==> config.mk <==
export PLATFORM = sky130hd
export DESIGN_NAME = host_launcher_flat
export DESIGN_NICKNAME = d
export VERILOG_FILES = /design/src/rtl/host_launcher_pkg.sv /design/src/rtl/host_launcher_if.sv /design/src/rtl/host_launcher_byte_shifter.sv /design/src/rtl/host_launcher.sv /design/src/flat_wrapper.sv
export SDC_FILE = /design/constraint.sdc
export NUM_CORES = 1
export LEC_CHECK = 0
export BUFFER_PORTS_ARGS = -buffer_cell sky130_fd_sc_hd__clkbuf_2
export CAP_MARGIN = 20
export CORE_UTILIZATION = 50
export DETAILED_ROUTE_END_ITERATION = 8
export GPL_ROUTABILITY_DRIVEN = 0
export GPL_TIMING_DRIVEN = 0
export HOLD_SLACK_MARGIN = 0.02
export PLACE_DENSITY = 0.73
export SLEW_MARGIN = 20
export SYNTH_ARGS = -nofsm -noshare
export SYNTH_HDL_FRONTEND = slang
export SYNTH_SLANG_ARGS = --single-unit
==> constraint.sdc <==
create_clock -name Clk -period 2.7 [get_ports Clk]
set_input_delay 0 -clock Clk [delete_from_list [all_inputs] [get_ports Clk]]
set_output_delay 0 -clock Clk [all_outputs]
set_load 0.03 [all_outputs]
==> src/rtl/host_launcher_pkg.sv <==
// ---------------------------------------------------------------------------
// host_pkg: shared types and constants for host_launcher.
//   state_t      - launcher FSM states
//   byte_t       - one data-memory byte
//   DEF_IN_BASE  - default DM address of the first operand byte
//   DEF_OUT_BASE - default DM address of the first result byte
// The DM layout constants are also used by the testbench.
// ---------------------------------------------------------------------------
package host_pkg;

    typedef enum logic [2:0] {
        IDLE     = 3'd0,
        LOAD     = 3'd1,
        RELEASE  = 3'd2,
        WAIT_ACK = 3'd3,
        READ     = 3'd4,
        DONE     = 3'd5
    } state_t;

    typedef logic [7:0] byte_t;

    localparam int DEF_IN_BASE  = 1;
    localparam int DEF_OUT_BASE = 5;

endpackage

==> src/rtl/host_launcher_if.sv <==
// ---------------------------------------------------------------------------
// host_launcher_if: data-memory port plus core Start/Ack handshake.
//   DmAddr/DmWrData/DmWrEn : launcher -> DM
//   DmRdData               : DM -> launcher (combinational read)
//   Start                  : launcher -> core (high parks, falling edge launches)
//   Ack                    : core -> launcher (done level)
// master = launcher side, slave = memory/core side.
// ---------------------------------------------------------------------------
interface host_launcher_if #(
    parameter int ADDR_W = 8
);
    logic [ADDR_W-1:0] DmAddr;
    logic [7:0]        DmWrData;
    logic              DmWrEn;
    logic [7:0]        DmRdData;
    logic              Start;
    logic              Ack;

    modport master (
        output DmAddr, DmWrData, DmWrEn, Start,
        input  DmRdData, Ack
    );

    modport slave (
        input  DmAddr, DmWrData, DmWrEn, Start,
        output DmRdData, Ack
    );
endinterface

==> src/rtl/host_launcher_byte_shifter.sv <==
// ---------------------------------------------------------------------------
// byte_shifter: MSB-first byte shift register.
//   load/par_in     - parallel load (has priority over shift)
//   shift_en/ser_in - shift left by one byte, ser_in enters at the LSB byte
//   ser_out         - current MSB byte
//   par_q           - current contents
//   par_next        - contents after the coming clock edge
// ---------------------------------------------------------------------------
module byte_shifter
    import host_pkg::*;
#(
    parameter int NBYTES = 4
) (
    input  logic                clk,
    input  logic                rst_n,
    input  logic                load,
    input  logic [NBYTES*8-1:0] par_in,
    input  logic                shift_en,
    input  byte_t               ser_in,
    output byte_t               ser_out,
    output logic [NBYTES*8-1:0] par_q,
    output logic [NBYTES*8-1:0] par_next
);

    logic [NBYTES*8-1:0] data_q;
    logic [NBYTES*8-1:0] data_d;
    logic [NBYTES*8-1:0] shifted;

    if (NBYTES > 1) begin : g_multi
        assign shifted = {data_q[NBYTES*8-9:0], ser_in};
    end else begin : g_single
        assign shifted = ser_in;
    end

    always_comb begin
        data_d = data_q;
        if (load) begin
            data_d = par_in;
        end else if (shift_en) begin
            data_d = shifted;
        end
    end

    always_ff @(posedge clk or negedge rst_n) begin
        if (!rst_n) begin
            data_q <= '0;
        end else begin
            data_q <= data_d;
        end
    end

    assign ser_out  = data_q[NBYTES*8-1 -: 8];
    assign par_q    = data_q;
    assign par_next = data_d;

endmodule

==> src/rtl/host_launcher.sv <==
// ---------------------------------------------------------------------------
// host_launcher: initiator for the core's Start/Ack launch handshake.
// Writes NUM_IN operand bytes to DM, releases Start, waits for a fresh Ack,
// reads NUM_OUT result bytes back and pulses Done with Result valid.
//
// Ports:
//   Clk, Reset (async, active-low)
//   Go        - one-cycle run request (ignored unless idle)
//   LoadData  - operand bytes, MSB byte goes to IN_BASE
//   bus       - host_launcher_if.master (DM port + Start/Ack)
//   Busy      - high outside IDLE
//   Done      - one-cycle pulse, Result valid in the same cycle
//   Result    - result bytes, byte from OUT_BASE in the MSB position
//   TimedOut  - sticky watchdog flag
//
// Optional feature macro: HOST_LAUNCHER_TIMEOUT_EN enables the WAIT_ACK
// watchdog; without it TimedOut is tied low.
// ---------------------------------------------------------------------------
module host_launcher
    import host_pkg::*;
#(
    parameter int NUM_IN   = 4,
    parameter int NUM_OUT  = 4,
    parameter int IN_BASE  = DEF_IN_BASE,
    parameter int OUT_BASE = DEF_OUT_BASE,
    parameter int ADDR_W   = 8,
    parameter int TIMEOUT  = 1024
) (
    input  logic                 Clk,
    input  logic                 Reset,
    input  logic                 Go,
    input  logic [NUM_IN*8-1:0]  LoadData,
    host_launcher_if.master      bus,
    output logic                 Busy,
    output logic                 Done,
    output logic [NUM_OUT*8-1:0] Result,
    output logic                 TimedOut
);

    localparam int IN_NB  = (NUM_IN  > 0) ? NUM_IN  : 1;
    localparam int OUT_NB = (NUM_OUT > 0) ? NUM_OUT : 1;

    if (TIMEOUT < 2) begin : g_timeout_chk
        $error("host_launcher: TIMEOUT must be at least 2");
    end

    // Base + byte index, wrapping mod 2^ADDR_W.
    function automatic logic [ADDR_W-1:0] dm_addr(input int base, input logic [15:0] k);
        return ADDR_W'(base + int'(k));
    endfunction

    state_t                state_q, state_d;
    logic [15:0]           cnt_q, cnt_d;
    logic                  armed_q, armed_d;
    logic [NUM_OUT*8-1:0]  result_q, result_d;
    logic                  timed_out_q, timed_out_d;
`ifdef HOST_LAUNCHER_TIMEOUT_EN
    logic [31:0]           wd_q, wd_d;
`endif

    logic                  ld_load, ld_shift;
    logic [IN_NB*8-1:0]    ld_par_in;
    byte_t                 ld_ser_out;
    logic [IN_NB*8-1:0]    ld_par_unused, ld_next_unused;
    logic                  rs_shift;
    byte_t                 rs_ser_unused;
    logic [OUT_NB*8-1:0]   rs_par_unused, rs_par_next;

    if (NUM_IN > 0) begin : g_ld_in
        assign ld_par_in = LoadData;
    end else begin : g_ld_none
        assign ld_par_in = '0;
    end

    byte_shifter #(.NBYTES(IN_NB)) u_load_shifter (
        .clk      (Clk),
        .rst_n    (Reset),
        .load     (ld_load),
        .par_in   (ld_par_in),
        .shift_en (ld_shift),
        .ser_in   (8'h00),
        .ser_out  (ld_ser_out),
        .par_q    (ld_par_unused),
        .par_next (ld_next_unused)
    );

    byte_shifter #(.NBYTES(OUT_NB)) u_result_shifter (
        .clk      (Clk),
        .rst_n    (Reset),
        .load     (1'b0),
        .par_in   ('0),
        .shift_en (rs_shift),
        .ser_in   (bus.DmRdData),
        .ser_out  (rs_ser_unused),
        .par_q    (rs_par_unused),
        .par_next (rs_par_next)
    );

    always_comb begin
        state_d      = state_q;
        cnt_d        = cnt_q;
        armed_d      = armed_q;
        result_d     = result_q;
        timed_out_d  = timed_out_q;
`ifdef HOST_LAUNCHER_TIMEOUT_EN
        wd_d         = wd_q;
`endif
        ld_load      = 1'b0;
        ld_shift     = 1'b0;
        rs_shift     = 1'b0;
        bus.DmAddr   = '0;
        bus.DmWrData = '0;
        bus.DmWrEn   = 1'b0;
        bus.Start    = 1'b1;
        Busy         = 1'b1;
        Done         = 1'b0;

        case (state_q)
            IDLE: begin
                Busy = 1'b0;
                if (Go) begin
                    ld_load     = 1'b1;
                    cnt_d       = '0;
                    timed_out_d = 1'b0;
                    state_d     = (NUM_IN > 0) ? LOAD : RELEASE;
                end
            end
            LOAD: begin
                bus.DmWrEn   = 1'b1;
                bus.DmAddr   = dm_addr(IN_BASE, cnt_q);
                bus.DmWrData = ld_ser_out;
                ld_shift     = 1'b1;
                if (cnt_q == 16'(NUM_IN - 1)) begin
                    cnt_d   = '0;
                    state_d = RELEASE;
                end else begin
                    cnt_d = cnt_q + 16'd1;
                end
            end
            RELEASE: begin
                bus.Start = 1'b0;
                armed_d   = 1'b0;
`ifdef HOST_LAUNCHER_TIMEOUT_EN
                wd_d      = '0;
`endif
                state_d   = WAIT_ACK;
            end
            WAIT_ACK: begin
                bus.Start = 1'b0;
                // Only an Ack that rises after being seen low counts, so a
                // level left over from the previous run cannot end this one.
                if (armed_q && bus.Ack) begin
                    cnt_d   = '0;
                    state_d = (NUM_OUT > 0) ? READ : DONE;
                end else begin
                    if (!bus.Ack) begin
                        armed_d = 1'b1;
                    end
`ifdef HOST_LAUNCHER_TIMEOUT_EN
                    if (wd_q == 32'(TIMEOUT - 1)) begin
                        timed_out_d = 1'b1;
                        state_d     = DONE;
                    end else begin
                        wd_d = wd_q + 32'd1;
                    end
`endif
                end
            end
            READ: begin
                bus.Start  = 1'b0;
                bus.DmAddr = dm_addr(OUT_BASE, cnt_q);
                rs_shift   = 1'b1;
                if (cnt_q == 16'(NUM_OUT - 1)) begin
                    // Capture the completed shift value on entry to DONE so
                    // Result is already valid while Done is high.
                    result_d = rs_par_next[NUM_OUT*8-1:0];
                    state_d  = DONE;
                end else begin
                    cnt_d = cnt_q + 16'd1;
                end
            end
            DONE: begin
                Done    = 1'b1;
                state_d = IDLE;
            end
            default: begin
                state_d = IDLE;
            end
        endcase
    end

    always_ff @(posedge Clk or negedge Reset) begin
        if (!Reset) begin
            state_q     <= IDLE;
            cnt_q       <= '0;
            armed_q     <= 1'b0;
            result_q    <= '0;
            timed_out_q <= 1'b0;
`ifdef HOST_LAUNCHER_TIMEOUT_EN
            wd_q        <= '0;
`endif
        end else begin
            state_q     <= state_d;
            cnt_q       <= cnt_d;
            armed_q     <= armed_d;
            result_q    <= result_d;
            timed_out_q <= timed_out_d;
`ifdef HOST_LAUNCHER_TIMEOUT_EN
            wd_q        <= wd_d;
`endif
        end
    end

    assign Result = result_q;
`ifdef HOST_LAUNCHER_TIMEOUT_EN
    assign TimedOut = timed_out_q;
`else
    assign TimedOut = 1'b0;
`endif

endmodule
==> src/flat_wrapper.sv <==
// flat-port wrapper written by rule: the top's interface ports become plain ports
module host_launcher_flat import host_pkg::*;
#(
    parameter int NUM_IN   = 4,
    parameter int NUM_OUT  = 4,
    parameter int IN_BASE  = DEF_IN_BASE,
    parameter int OUT_BASE = DEF_OUT_BASE,
    parameter int ADDR_W   = 8,
    parameter int TIMEOUT  = 1024
)
  (Clk, Reset, Go, LoadData, Busy, Done, Result, TimedOut, bus_DmAddr, bus_DmWrData, bus_DmWrEn, bus_Start, bus_DmRdData, bus_Ack);
  host_launcher_if #(.ADDR_W(ADDR_W)) bus_i ();
  input  logic Clk;
  input  logic Reset;
  input  logic Go;
  input  logic [NUM_IN*8-1:0] LoadData;
  output logic Busy;
  output logic Done;
  output logic [NUM_OUT*8-1:0] Result;
  output logic TimedOut;
  output wire logic [$bits(bus_i.DmAddr)-1:0] bus_DmAddr;
  output wire logic [$bits(bus_i.DmWrData)-1:0] bus_DmWrData;
  output wire logic [$bits(bus_i.DmWrEn)-1:0] bus_DmWrEn;
  output wire logic [$bits(bus_i.Start)-1:0] bus_Start;
  input wire logic [$bits(bus_i.DmRdData)-1:0] bus_DmRdData;
  input wire logic [$bits(bus_i.Ack)-1:0] bus_Ack;
  assign bus_DmAddr = bus_i.DmAddr;
  assign bus_DmWrData = bus_i.DmWrData;
  assign bus_DmWrEn = bus_i.DmWrEn;
  assign bus_Start = bus_i.Start;
  assign bus_i.DmRdData = bus_DmRdData;
  assign bus_i.Ack = bus_Ack;
  host_launcher #(.NUM_IN(NUM_IN), .NUM_OUT(NUM_OUT), .IN_BASE(IN_BASE), .OUT_BASE(OUT_BASE), .ADDR_W(ADDR_W), .TIMEOUT(TIMEOUT)) u_core (.Clk(Clk), .Reset(Reset), .Go(Go), .LoadData(LoadData), .bus(bus_i), .Busy(Busy), .Done(Done), .Result(Result), .TimedOut(TimedOut));
endmodule
==> flow_metrics.env, run 1 <==
export IMPL_p_int_w=0.00336
export IMPL_drtIter0Drc=200
export IMPL_tns_ns=0
export IMPL_hold_ws_ns=0.124
export IMPL_grt_use_total_pct=23.9
export IMPL_firstDrtPassIters=5
export IMPL_cp_start_kind="flip-flop"
export IMPL_synth_area_per_cell_sq_um=10.1
export IMPL_fin_crit_sh_pct=87.4
export IMPL_ant_nets=0
export IMPL_boundaryPins=97
export IMPL_synth_edf_count=0
export IMPL_grt_antenna_before_repair=0
export IMPL_ys_types=55
export IMPL_outcome="finished clean"
export IMPL_ys_seq_area_share_pct=54.7
export IMPL_place_hpwl_mm=7.65
export IMPL_wl_per_cell_um=14.7
export IMPL_cts_sinks=108
export IMPL_max_freq_mhz=424
export IMPL_finalSetupViolations=0
export IMPL_cts_tree="built"
export IMPL_pre_cts_slack_ns=0.511
export IMPL_rows=35
export IMPL_max_cap_violations=0
export IMPL_swShare_pct=40.8
export IMPL_p_seq_share_pct=41.3
export IMPL_totalPowerFinal_w=0.00567
export IMPL_fin_crit_ns=2.36
export IMPL_vdd_drop_max_mv=0.536
export IMPL_synth_fp_nets=535
export IMPL_clockBufferDepth=2
export IMPL_power_frac_comb_pct=39.2
export IMPL_grt_start_max_net_pins=63
export IMPL_slew_viol_final=0
export IMPL_grt_pass1_vias=3915
export IMPL_die_x_um=101
export IMPL_antennaDiodeCount=0
export IMPL_cts_clk_slew_worst_paths_ns=0.10
export IMPL_h_tree_depth=3
export IMPL_fin_ws_ns=0.340
export IMPL_synth_async_sr_flop_share_pct=100
export IMPL_gr_total_overflow=0
export IMPL_netlist_instances=490
export IMPL_cts_root_buf="clkbuf_8"
export IMPL_power_switching_w=0.00231
export IMPL_cts_made_buffers=9
export IMPL_arrival_ns=2.36
export IMPL_area_delta_synth_final_pct=26.6
export IMPL_vias=4054
export IMPL_required_ns=2.70
export IMPL_core_sq_um=9420
export IMPL_grt_pass1_wl_mm=18.9
export IMPL_die_h_um=101
export IMPL_p_per_area_nw_per_um2=907
export IMPL_drc=0
export IMPL_ys_flop_type="dfrtp_1"
export IMPL_post_cts_buffers=0
export IMPL_clk_latency_ns=0.37
export IMPL_rsz0062_at_grt="no"
export IMPL_cts_resized=0
export IMPL_path_class="reg2out"
export IMPL_synth_seq_cells=108
export IMPL_start_util_pct=52.5
export IMPL_wl_mm=11.3
export IMPL_hold_viol=0
export IMPL_power_frac_clock_pct=19.5
export IMPL_holdBufCountCts=42
export IMPL_drt_vias_per_instance=5.25
export IMPL_portBuffers=95
export IMPL_nets=684
export IMPL_cp_max_fo=10
export IMPL_yosysWarnings=0
export IMPL_p_leak_nw=3.25
export IMPL_syn_area_sq_um=4940
export IMPL_hold_class="in2async"
export IMPL_endpoint_kind="output pin"
export IMPL_drive_gt1_share_pct=23.0
export IMPL_die_area_sq_um=10300
export IMPL_skew_ns=0.00968
worst paths after layout:
kind / slack [ns] / end / from / cells after the start
min in group Clk: 0.19 / u_core.u_load_shifter.par_q[14] / Go / 5
setup reg to reg: 0.48 / u_core.Result[18] / u_core.cnt_q[0] / 6
setup / recovery: 0.34 / bus_DmAddr[2] / u_core.state_q[0] / 8
hold reg to reg: 0.48 / u_core.u_load_shifter.par_q[26] / u_core.u_load_shifter.par_q[26] / 2
max in group asynchronous: 1.95 / u_core.u_load_shifter.par_q[28] / Reset / 3
hold / removal: 0.12 / u_core.u_result_shifter.par_q[21] / Reset / 2
cells in the mapped netlist, types with 3 or more instances:
library cell / count / area, sq um
nand2_1: 147 / 552
dfrtp_1: 108 / 2700
mux2_1: 30 / 338
o21ai_0: 29 / 145
a22oi_1: 19 / 143
buf_2: 13 / 65.1
nor2_1: 12 / 45.0
and2_1: 10 / 62.6
nor3_1: 10 / 50.1
clkbuf_1: 9 / 33.8
nand3_1: 9 / 45.0
buf_4: 8 / 60.1
a21oi_1: 7 / 35.0
mux2i_1: 6 / 60.1
xor2_1: 6 / 52.6
a21o_1: 5 / 37.5
inv_1: 5 / 18.8
and3_1: 4 / 25.0
nand4_1: 4 / 25.0
buf_1: 3 / 11.3
o31ai_1: 3 / 22.5
critical path, cell delays in order, from the launching register on:
cell,delay (ns)
dfrtp_1,0.33
buf_2,0.19
nor2b_1,0.25
nand2_2,0.19
inv_2,0.23
clkbuf_1,0.33
nand2_1,0.08
o21ai_0,0.13
clkbuf_2,0.27
stage by stage:
| step | instance area (sq um) | utilization [%] | std cells |
|---|---|---|---|
| floorplan | 4940 | - | 490 |
| global placement | 5580 | 59.2 | 714 |
| detailed placement | 5610 | 59.6 | 715 |
| CTS | 6260 | 66.4 | 772 |
| global route | 6260 | 66.4 | 772 |
| finish | 6260 | 66.4 | 772 |
flip-flops by register name, indices dropped and copies added (netlist names):
signal                         count
u_core.Result                     32
u_core.armed_q                     1
u_core.cnt_q                      16
u_core.state_q                     3
u_core.u_load_shifter.par_q       32
u_core.u_result_shifter.par_q     24
cell type report:
class                      instances  area (sq um)
inverter                           6          22.5
sequential                       108          2700
timing repair buffer             138           932
clock inverter                     5          85.1
clock buffer                      10           138
buffer                            34           175
fill                             731          3160
tap                              129           161
multi-input combinational        342          2040
power by group through the flow:
stage	clock, W	sequential [W]	combinational (W)
global route	0.00119	0.00239	0.00247
finish	0.00111	0.00234	0.00222
floorplan	0	0.00237	0.00151
detailed placement	0	0.00237	0.00216
global placement	0	0.00235	0.00210
CTS	0.00112	0.00234	0.00222
placed cells by master (no fill, tap or decap), drive strengths merged, types with 2 or more instances in the layout:
cell type / netlist / routed
a22oi: 19 / 19
nor4: 4 / 4
and2: 10 / 10
maj3: 2 / 2
inv: 6 / 7
nand4: 5 / 5
mux2i: 6 / 6
and3: 4 / 4
xnor2: 2 / 2
a21o: 5 / 5
nand2b: 2 / 2
o21ai: 31 / 31
xor2: 6 / 6
bufinv: 0 / 2
nand3: 10 / 10
clkinv: 0 / 2
nand2: 148 / 148
nor2: 15 / 15
nor3: 12 / 12
a21oi: 7 / 7
dfrtp: 108 / 108
dlygate4sd3: 0 / 42
clkbuf: 10 / 115
buf: 24 / 25
o31ai: 3 / 3
mux2: 32 / 32
or3: 2 / 2
per-layer routing:
metal	GRT usage (%)	share of wire, %	up-vias
met5	0	0	-
li1	-	-	1959
met3	4.49	4.0	14
met1	32.5	45	1960
met2	38.9	49	121
met4	7.58	1.4	0
cell families (layout without fill, tap and decap cells):
logic type | after synthesis | in the layout | share of synthesized area, %
buffers and inverters | 40 | 193 | 4.00
and+or+nand+nor | 216 | 216 | 20.6
other | 1 | 1 | 0.0759
DFF | 108 | 108 | 54.7
xor gates and xnor gates | 8 | 8 | 1.42
muxes | 38 | 38 | 8.51
adders and majority gates | 3 | 3 | 0.659
AOI/OAI and AO/OA | 76 | 76 | 10.0
No activity file was read; power rests on OpenSTA's default activity.
==> inputs of run 2 (changes only) <==
--- a/config.mk
+++ b/config.mk
@@ -12,6 +12,7 @@
 export GPL_ROUTABILITY_DRIVEN = 0
 export GPL_TIMING_DRIVEN = 0
 export HOLD_SLACK_MARGIN = 0.02
+export MAX_ROUTING_LAYER = met4
 export PLACE_DENSITY = 0.73
 export SLEW_MARGIN = 20
 export SYNTH_ARGS = -nofsm -noshare
==> run 2 against run 1 <==
- via count is 0.52% lower
- worst hold slack got worse by 0.0045 ns
- global-route usage grew 0.83 points
- critical path depth is the same
- design area unchanged
- critical endpoint unchanged
- largest cell class unchanged
==> flow_metrics.env, run 2 (synthesized netlist as in run 1, its figures left out) <==
export IMPL_path_cells="buf_2, nor2b_1, nand2_2, inv_2, clkbuf_1, nand2_1, o21ai_0, clkbuf_2"
export IMPL_p_leak_nw=3.25
export IMPL_post_cts_buffers=0
export IMPL_grt_pass1_vias=3913
export IMPL_cts_resized=0
export IMPL_antennaDiodeCount=0
export IMPL_vdd_drop_max_mv=0.535
export IMPL_drc=0
export IMPL_holdBufCountCts=42
export IMPL_max_cap_violations=0
export IMPL_skew_ns=0.0102
export IMPL_firstDrtPassIters=5
export IMPL_h_tree_depth=3
export IMPL_dp_cells=715
export IMPL_clockBufferDepth=2
export IMPL_max_freq_mhz=421
export IMPL_clk_latency_ns=0.37
export IMPL_finalSetupViolations=0
export IMPL_ant_nets=0
export IMPL_drtIter0Drc=208
export IMPL_wl_mm=11.3
export IMPL_cts_root_buf="clkbuf_8"
export IMPL_wl_per_cell_um=14.7
export IMPL_hold_viol=0
export IMPL_fin_crit_sh_pct=88.0
export IMPL_crit_family="buffers and inverters"
export IMPL_portBuffers=95
export IMPL_place_hpwl_mm=7.65
export IMPL_cts_sinks=108
export IMPL_fin_ws_ns=0.324
export IMPL_tns_ns=0
export IMPL_start_util_pct=52.5
export IMPL_arrival_ns=2.38
export IMPL_die_area_sq_um=10300
export IMPL_grt_antenna_before_repair=0
export IMPL_cp_max_fo=10
export IMPL_endpoint_kind="output pin"
export IMPL_totalPowerFinal_w=0.00567
export IMPL_pre_cts_slack_ns=0.511
export IMPL_outcome="finished clean"
export IMPL_grt_use_total_pct=24.7
export IMPL_p_per_area_nw_per_um2=907
export IMPL_area_delta_synth_final_pct=26.6
export IMPL_die_h_um=101
export IMPL_rsz0062_at_grt="no"
export IMPL_boundaryPins=97
export IMPL_layout_common_cells="nand2_1, dfrtp_1, clkbuf_2"
export IMPL_max_stage_delay_ns=0.34
export IMPL_grt_start_max_net_pins=63
export IMPL_path_class="reg2out"
export IMPL_fin_crit_ns=2.38
export IMPL_gr_total_overflow=0
export IMPL_hold_class="in2async"
export IMPL_crit_start="u_core.state_q[0]"
export IMPL_final_common_cell="nand2_1"
export IMPL_cts_made_buffers=9
export IMPL_nets=684
export IMPL_drt_vias_per_instance=5.22
export IMPL_regToRegStartpoint="u_core.cnt_q[0]"
export IMPL_slowest_stage="clkbuf_1"
export IMPL_grt_pass1_wl_mm=18.9
export IMPL_cp_start_kind="flip-flop"
export IMPL_hold_ws_ns=0.120
export IMPL_required_ns=2.70
export IMPL_drive_gt1_share_pct=23.0
export IMPL_rows=35
export IMPL_path_buf_inv=4
export IMPL_die_x_um=101
export IMPL_slew_viol_final=0
export IMPL_cts_clk_slew_worst_paths_ns=0.10
export IMPL_core_sq_um=9420
export IMPL_reg2reg_slack_ns=0.48
export IMPL_cts_tree="built"
export IMPL_stdcell_count=772
export IMPL_vias=4033
run 2: cell counts in the layout (fill, tap and decap cells not counted):
No cell type changed its count.
run 2: worst paths after layout:
kind,end,cells after the start
setup / recovery,bus_DmAddr[2],8
setup reg to reg,u_core.Result[18],6
hold reg to reg,u_core.u_load_shifter.par_q[26],2
hold / removal,u_core.Result[28],2
max in group asynchronous,u_core.u_load_shifter.par_q[28],3
min in group Clk,u_core.u_load_shifter.par_q[14],5
run 2: layer usage:
metal  GRT usage, %  vias up  wire length (um)
met5              -        -                 0
met4           6.91        0               127
met3           5.04       15               417
met2           38.9      111              5600
met1           32.5     1947              5180
li1               -     1960                 -
run 2: area by class of cell:
class,count,area [sq um]
fill,731,3160
sequential,108,2700
multi-input combinational,342,2040
timing repair buffer,138,932
buffer,34,175
tap,129,161
clock buffer,10,138
clock inverter,5,85.1
inverter,6,22.5
run 2: power breakdown:
group | internal [W] | total, W | switching [W]
Clock | 0.000550 | 0.00111 | 0.000558
Sequential | 0.00205 | 0.00234 | 0.000293
Combinational | 0.000760 | 0.00222 | 0.00146
run 2: stage by stage:
stage / utilization, % / cell area, sq um
3_3_place_gp: 59.2 / 5580
2_1_floorplan: - / 4940
4_1_cts: 66.4 / 6260
3_5_place_dp: 59.6 / 5610
6_report: 66.4 / 6260
5_1_grt: 66.4 / 6260
run 2: worst reg2reg max path: stages, from the launching register on:
cell and delay (ns):
dfrtp_1 0.46, ha_1 0.35, nor4b_4 0.35, nand4_4 0.19, nor2_4 0.19, buf_4 0.22, mux2_1 0.34
